--- config.mk ---
export PLATFORM = sky130hd
export DESIGN_NAME = vc_buffer
export DESIGN_NICKNAME = d
export VERILOG_FILES = /design/src/rtl/vc_buffer.sv
export SDC_FILE = /design/constraint.sdc
export NUM_CORES = 2
export LEC_CHECK = 0
export CAP_MARGIN = 20
export CORE_UTILIZATION = 55
export DETAILED_ROUTE_END_ITERATION = 12
export HOLD_SLACK_MARGIN = 0.12
export PLACE_DENSITY = 0.72
export REMOVE_ABC_BUFFERS = 1
export SLEW_MARGIN = 10
export SYNTH_ARGS = -nofsm -noshare
export SYNTH_HDL_FRONTEND = slang
export SYNTH_SLANG_ARGS = --single-unit
--- constraint.sdc ---
create_clock -name clk -period 8 [get_ports clk]
set_input_delay 1.6 -clock clk [delete_from_list [all_inputs] [get_ports clk]]
set_output_delay 1.6 -clock clk [all_outputs]
set_load 0.01 [all_outputs]
--- src/rtl/vc_buffer.sv ---
// vc_buffer: NUM_VC independent circular FIFOs behind one write and one read port.
// Per-VC occupancy flags feed credit return; sticky flags record protocol misuse.
module vc_buffer #(
  parameter  int WIDTH     = 64,
  parameter  int DEPTH     = 8,
  parameter  int NUM_VC    = 4,
  parameter  int AF_THRESH = DEPTH - 2,
  localparam int VW        = (NUM_VC > 1) ? $clog2(NUM_VC) : 1,
  localparam int CW        = $clog2(DEPTH) + 1
) (
  input  logic                 clk,
  input  logic                 rst,
  input  logic [WIDTH-1:0]     in_data,
  input  logic [VW-1:0]        in_vc,
  input  logic                 produce,
  input  logic [VW-1:0]        out_vc,
  input  logic                 consume,
  output logic [WIDTH-1:0]     out_data,
  output logic [NUM_VC-1:0]    full,
  output logic [NUM_VC-1:0]    empty,
  output logic [NUM_VC-1:0]    almost_full,
  output logic [NUM_VC*CW-1:0] usedw,
  output logic                 overflow,
  output logic                 underflow,
  input  logic                 clear_err
);

  localparam int AW = $clog2(DEPTH);

  logic [WIDTH-1:0] r_mem   [NUM_VC][DEPTH];
  logic [AW-1:0]    r_head  [NUM_VC];
  logic [AW-1:0]    r_tail  [NUM_VC];
  logic [CW-1:0]    r_count [NUM_VC];
  logic             r_ovf;
  logic             r_udf;

  logic              w_in_ok;
  logic              w_out_ok;
  logic              w_wr_full;
  logic              w_wr_ok;
  logic              w_rd_ok;
  logic [NUM_VC-1:0] w_inc;
  logic [NUM_VC-1:0] w_dec;

  assign w_in_ok   = int'(in_vc) < NUM_VC;
  assign w_out_ok  = int'(out_vc) < NUM_VC;
  assign w_wr_full = w_in_ok && (r_count[in_vc] == CW'(DEPTH));
  assign w_rd_ok   = consume && w_out_ok
                  && (r_count[out_vc] != '0);
  // A full VC still takes a write when it is being popped this cycle.
  assign w_wr_ok   = produce && w_in_ok
                  && (!w_wr_full || (consume && out_vc == in_vc));

  always_comb begin
    w_inc = '0;
    w_dec = '0;
    for (int v = 0; v < NUM_VC; v++) begin
      w_inc[v] = w_wr_ok && (in_vc == VW'(v));
      w_dec[v] = w_rd_ok && (out_vc == VW'(v));
    end
  end

  always_ff @(posedge clk) begin
    if (rst) begin
      for (int v = 0; v < NUM_VC; v++) begin
        r_head[v]  <= '0;
        r_tail[v]  <= '0;
        r_count[v] <= '0;
      end
      r_ovf <= 1'b0;
      r_udf <= 1'b0;
    end else begin
      for (int v = 0; v < NUM_VC; v++) begin
        if (w_inc[v])
          r_tail[v] <= r_tail[v] + AW'(1);
        if (w_dec[v])
          r_head[v] <= r_head[v] + AW'(1);
        unique case ({w_inc[v], w_dec[v]})
          2'b10:   r_count[v] <= r_count[v] + CW'(1);
          2'b01:   r_count[v] <= r_count[v] - CW'(1);
          default: r_count[v] <= r_count[v];
        endcase
      end
      r_ovf <= (r_ovf & ~clear_err) | (produce & ~w_wr_ok);
      r_udf <= (r_udf & ~clear_err) | (consume & ~w_rd_ok);
    end
  end

  always_ff @(posedge clk) begin
    if (!rst && w_wr_ok)
      r_mem[in_vc][r_tail[in_vc]] <= in_data;
  end

  always_comb begin
    full        = '0;
    empty       = '0;
    almost_full = '0;
    usedw       = '0;
    for (int v = 0; v < NUM_VC; v++) begin
      full[v]             = r_count[v] == CW'(DEPTH);
      empty[v]            = r_count[v] == '0;
      almost_full[v]      = r_count[v] >= CW'(AF_THRESH);
      usedw[v*CW +: CW]   = r_count[v];
    end
  end

  always_comb begin
    out_data = '0;
    if (w_out_ok && r_count[out_vc] != '0)
      out_data = r_mem[out_vc][r_head[out_vc]];
  end

  assign overflow  = r_ovf;
  assign underflow = r_udf;

endmodule

### After elaboration in Yosys (flattened, before gate mapping)

Memories as Yosys holds them, arrays and structs flattened.
Index checks and enable logic that the tools add are counted.

| cells by class | value |
|---|---|
| multiplexer cells | 90 |
| add/subtract/negate cells | 16 |
| multiply operators | 0 |
| reduce and logical (&&, ||, !) cells | 27 |
| bitwise logic cells | 31 |
| order comparisons | 7 |
| eq/ne operators | 20 |
| divide/modulo/power cells | 0 |
| shifts and indexed selects | 0 |

Operator list:

| kind | count |
|---|---|
| 512-bit 2-to-1 mux | 1 |
| 64-bit 2-to-1 mux | 4 |
| 64-bit binary-select mux with 3-bit select | 1 |
| 64-bit demux with 3-bit select | 1 |
| 1-bit 2-to-1 mux | 63 |
| 4-bit 2-to-1 mux | 12 |
| 3-bit by 1-bit adder with 3-bit output (second input constant) | 8 |
| 3-bit 2-to-1 mux | 8 |
| 1-bit OR | 22 |
| 4-bit == test (second input constant) | 5 |
| 4-bit by 1-bit adder with 4-bit output (second input constant) | 4 |
| 2-bit == test (second input constant) | 8 |
| 4-bit by 3-bit greater-or-equal comparator with 1-bit output (second input constant) | 4 |
| 4-bit zero test | 4 |
| 4-bit by 1-bit subtractor with 4-bit output (second input constant) | 4 |
| 1-bit logical AND | 13 |
| 2-bit by 1-bit == test with 1-bit output (second input constant) | 6 |
| 4-bit greater-or-equal comparator (second input constant) | 2 |
| 3-bit NOT with 4-bit output | 2 |
| 2-bit OR reduction | 4 |
| 1-bit bitwise AND | 4 |
| 2-bit zero test | 2 |
| 4-bit by 1-bit less-than comparator with 1-bit output (second input constant) | 1 |
| 4-bit nonzero test | 1 |
| other kinds (4) | 7 |

| word-level totals | value |
|---|---|
| RAM bits | 2088 |
| bits of input ports | 73 |
| latch bits | 0 |
| output and inout bits | 94 |
| memories | 4 |
| bits in registers | 2 |
| ROM bits | 0 |

Memory list:

| name | words | width | read ports | clocked after Yosys merged registers in | wr ports | RTL line | RTL |
|---|---|---|---|---|---|---|---|
| r_mem | 4 | 512 | 1 | 0 | 1 | 30 | `logic [WIDTH-1:0] r_mem [NUM_VC][DEPTH];` |
| r_count | 4 | 4 | 6 | 0 | 4 | 33 | `logic [CW-1:0] r_count [NUM_VC];` |
| r_head | 4 | 3 | 5 | 0 | 4 | 31 | `logic [AW-1:0] r_head [NUM_VC];` |
| r_tail | 4 | 3 | 5 | 0 | 4 | 32 | `logic [AW-1:0] r_tail [NUM_VC];` |

### Longest topological paths before layout

An unclocked memory read counts as a cell.

| logic depth | value |
|---|---|
| depth after elaboration | 13 |
| depth in mapped cells | 14 |
| gate-level depth less buffers | 12 |

### Worst setup path after synthesis

No wires, ideal clock.

| timing | value |
|---|---|
| path kind | input-to-reg |
| start | input port in_vc[0] |
| end | memory r_mem[3][100] (netlist name) (enable) |
| setup slack | 1.853 ns |
| stages | 6 |
| data arrival time | 5.660 ns |
| path through | clkbuf_1 > mux4_2 > o31ai_2 > o2111ai_1 > buf_2 > nor2_1 |

| on the way | value |
|---|---|
| word-level cells in the longest chain between the ends | 8 |
| elaborated cells on any way between the ends | 17 |
| classes of those cells | 2 x order compare; 2 x eq/ne; 4 x mux; 1 x bitwise; 6 x reduce/logical; 2 x memory |

RTL lines:

| item | RTL line | RTL |
|---|---|---|
| from (decl) | 14 | `input logic [VW-1:0] in_vc,` |
| parallel branches: the longest is 8 deep, another holds 4-bit greater-or-equal comparator | - |  |
| to (decl) | 30 |  |

Parallel ways; which one is timed is not known.

### Final worst setup path

| timing | value |
|---|---|
| start | input port out_vc[0] |
| end | output port out_data[14] |

| on the way | value |
|---|---|
| word-level cells in the longest chain between the ends | 6 |
| elaborated cells on any way between the ends | 9 |
| classes of those cells | 4 x mux; 1 x bitwise; 1 x reduce/logical; 3 x memory |

RTL lines:

| item | RTL line | RTL |
|---|---|---|
| from (decl) | 16 | `input logic [VW-1:0] out_vc,` |
| memory 4 x 3 bit | - |  |
| 3-bit NOT with 4-bit output (implied by the code) | 110 | `out_data = r_mem[out_vc][r_head[out_vc]];` |
| 64-bit binary-select mux with 3-bit select | 110 |  |
| 64-bit 2-to-1 mux (implied by the code) (2 in series) | 110 |  |
| 64-bit 2-to-1 mux * | 109 | `if (w_out_ok && r_count[out_vc] != '0)` |
| to (decl) | 18 | `output logic [WIDTH-1:0] out_data,` |

Every way passes the cells marked *; elsewhere a longest branch is shown, timed or not. The select of a mux whose other input is x is not followed.

==> run metrics <==
Via density=6.48; # port buffers=166; max cap viols=0; register area share after synthesis=0.775; # resized after CTS=0; placed cell area=85,500 um2; worst hold slack=0.590 ns; Avg Synthesized Cell Area=23.0 um2; FP Rows=140; Startpoint Class=input port; DP Worst Slack=1.18 ns; Worst Path Buf+Inv=3; maximum clock rate=0.147 GHz; DRC errors left=0; Root Driver=clkbuf_16; Area growth, synth to finish=13.3%; initial core utilization=0.555; hpwl dp=92,500 um; EDFF count, synth=2,088; largest net degree at the start of global routing=140; Fillers=9,522; commonest non-fill, non-tap cell in the layout=edfxtp_1; Nets=3,900; Sink Count=2,090; slowest stage cell, crit path=mux4_4; H-tree Lvls=4; Multi-input gate area=17,500 um2; worst path required time=6.40 ns; Yosys cell types=48; WL/cell=31.2 um; synth warn=0; Setup CP Type=in2out; Die Area=149,000 um2; asr flop ratio synth=0; Tmin final=6.78 ns; Die Ht=386 um; final instance area=91,800 um2; io pins=167; fin. max-slew vios=0; Finish-stage setup viols=0; Clock Skews=0.0512 ns; CP Capture Type=primary output; deepest clock path buffer count=3; core area=146,000 um2; Worst-Skew Late Latency=0.84 ns; status=completed; initial antenna violation count=5; Max IR drop VDD=0.000208 V; CTS Hold Bufs=0; Antenna Nets Post-Route=0; share of layout cells above drive strength 1=0.254; Final Power=22.6 mW; Power Dens Cells=246 nW/um2; CP Max Fanout=31; HP Class=reg2reg; commonest non-fill, non-tap cells in the layout=edfxtp_1, mux4_2, clkbuf_16; Finished Core Util=0.629; Area contributors post-synth=edfxtp_1, mux4_2, mux2i_1; setup repair after global routing missed its margin=no; drt first pass iters=5; post-synthesis register bit count=2,090; CP cell instances=buf_8 > mux4_4 > buf_4 > mux2i_1 > a22o_1 > nor3_1 > clkdlybuf4s50_1; Arr. time, crit path=5.18 ns; Post-CTS Setup Bufs=0; Synth area leader=edfxtp_1; Leakage Power=28.8 nW; CTS tree=built; total grt overflow=0; ys flop type=edfxtp_1; final hold violations=0; TritonCTS buffer count=198; total track usage=0.251; post-synthesis cell area=81,000 um2; top cell type's share of synthesized area=0.774; die width=386 um; routed vias=38,134; vias in the first global route=38,579; Slew HR=0.219; GPL Wtd Cong=0.755; first-pass GRT wire length=265,000 um; initial drt markers=3,915; Mapped Cells=3,515; critical path's largest stage delay=1.06 ns; CTS clock-pin slew for the worst setup and hold paths=0.06 ns; final wirelength=184,000 um; Period Utilization, post-route=0.848; CP delay by family, top=buffers and inverters; measured slew at the worst slew-check pin=1.17 ns; Register Area=62,700 um2; final worst slack=1.22 ns
==> final timing paths <==
kind | slack (ns) | start | to | cells after the start
setup / recovery | 1.22 | out_vc[0] | out_data[14] | 7
hold / removal | 0.59 | r_tail[1][0]$_SDFFCE_PN0P_ | r_tail[1][0]$_SDFFCE_PN0P_ | 1
setup reg to reg | 4.51 | r_count[3][2]$_DFFE_PP_ | r_count[2][2]$_SDFFCE_PN0P_ | 12
hold reg to reg | 0.59 | r_tail[1][0]$_SDFFCE_PN0P_ | r_tail[1][0]$_SDFFCE_PN0P_ | 1
==> worst register-to-register path: stages, from the launching register on <==
cell and delay [ns]:
edfxtp_1 0.57, or4_1 0.63, mux4_2 0.57, nand3_1 0.19
inv_1 0.06, ha_1 0.24, nand2b_1 0.19, xnor2_1 0.15
ha_1 0.19, nor2_1 0.05, mux2i_1 0.16, xor2_1 0.17
nor2_1 0.05
==> cell families after synthesis <==
group | Yosys count | synth area share
multiplexers | 784 | 0.180
adder cells (fa/ha/maj) | 22 | 0.00340
AND/OR/NAND/NOR | 224 | 0.0128
flip-flops | 2090 | 0.775
buffers and inverters | 219 | 0.0129
AO/OA/AOI/OAI | 157 | 0.0143
XOR/XNOR | 19 | 0.00205
==> synthesized netlist by cell type (all sizes together), types with 7 or more instances <==
library cell	count
clkbuf	55
nor2	91
mux2	128
ha	22
o22ai	64
mux2i	134
edfxtp	2088
buf	134
a22o	64
nand2	22
mux4	522
inv	30
nand3	13
nand2b	7
nor3	68
xnor2	14
o21ai	11
==> state kept, by name, summed over array words and instances (netlist names) <==
register   flops
underflow      1
overflow       1
r_mem       2048
r_count       16
r_tail        12
r_head        12
==> power by group <==
group          internal (mW)  switching (mW)
combinational          0.690           0.899
sequential              12.1          0.0351
clock                   4.85            3.98
==> layout make-up <==
cell class | count | area share
clock buffers | 247 | 0.0562
flip-flops and latches | 2090 | 0.683
repair buffers | 279 | 0.0320
multi-input cells | 1206 | 0.191
diodes | 4 | 0.000109
inverters | 30 | 0.00123
well taps | 1917 | 0.0261
clock inverters | 114 | 0.0104
==> per-stage QoR <==
stage | instances | setup TNS [ns]
after global routing | 5885 | 0
after floorplan | 3326 | -18.25
after detailed placement | 5513 | 0
after CTS | 5874 | 0
after global placement | 5513 | 0
final | 5887 | 0
==> routing by layer <==
metal | global-route usage | wire length (um) | vias to the layer above
met5 | 0 | 32 | -
li1 | - | - | 15540
met2 | 0.398 | 89600 | 2002
met1 | 0.361 | 74400 | 20365
met3 | 0.0501 | 16200 | 223
met4 | 0.0649 | 3540 | 4
Note: power is estimated with default switching activity, not from simulation.
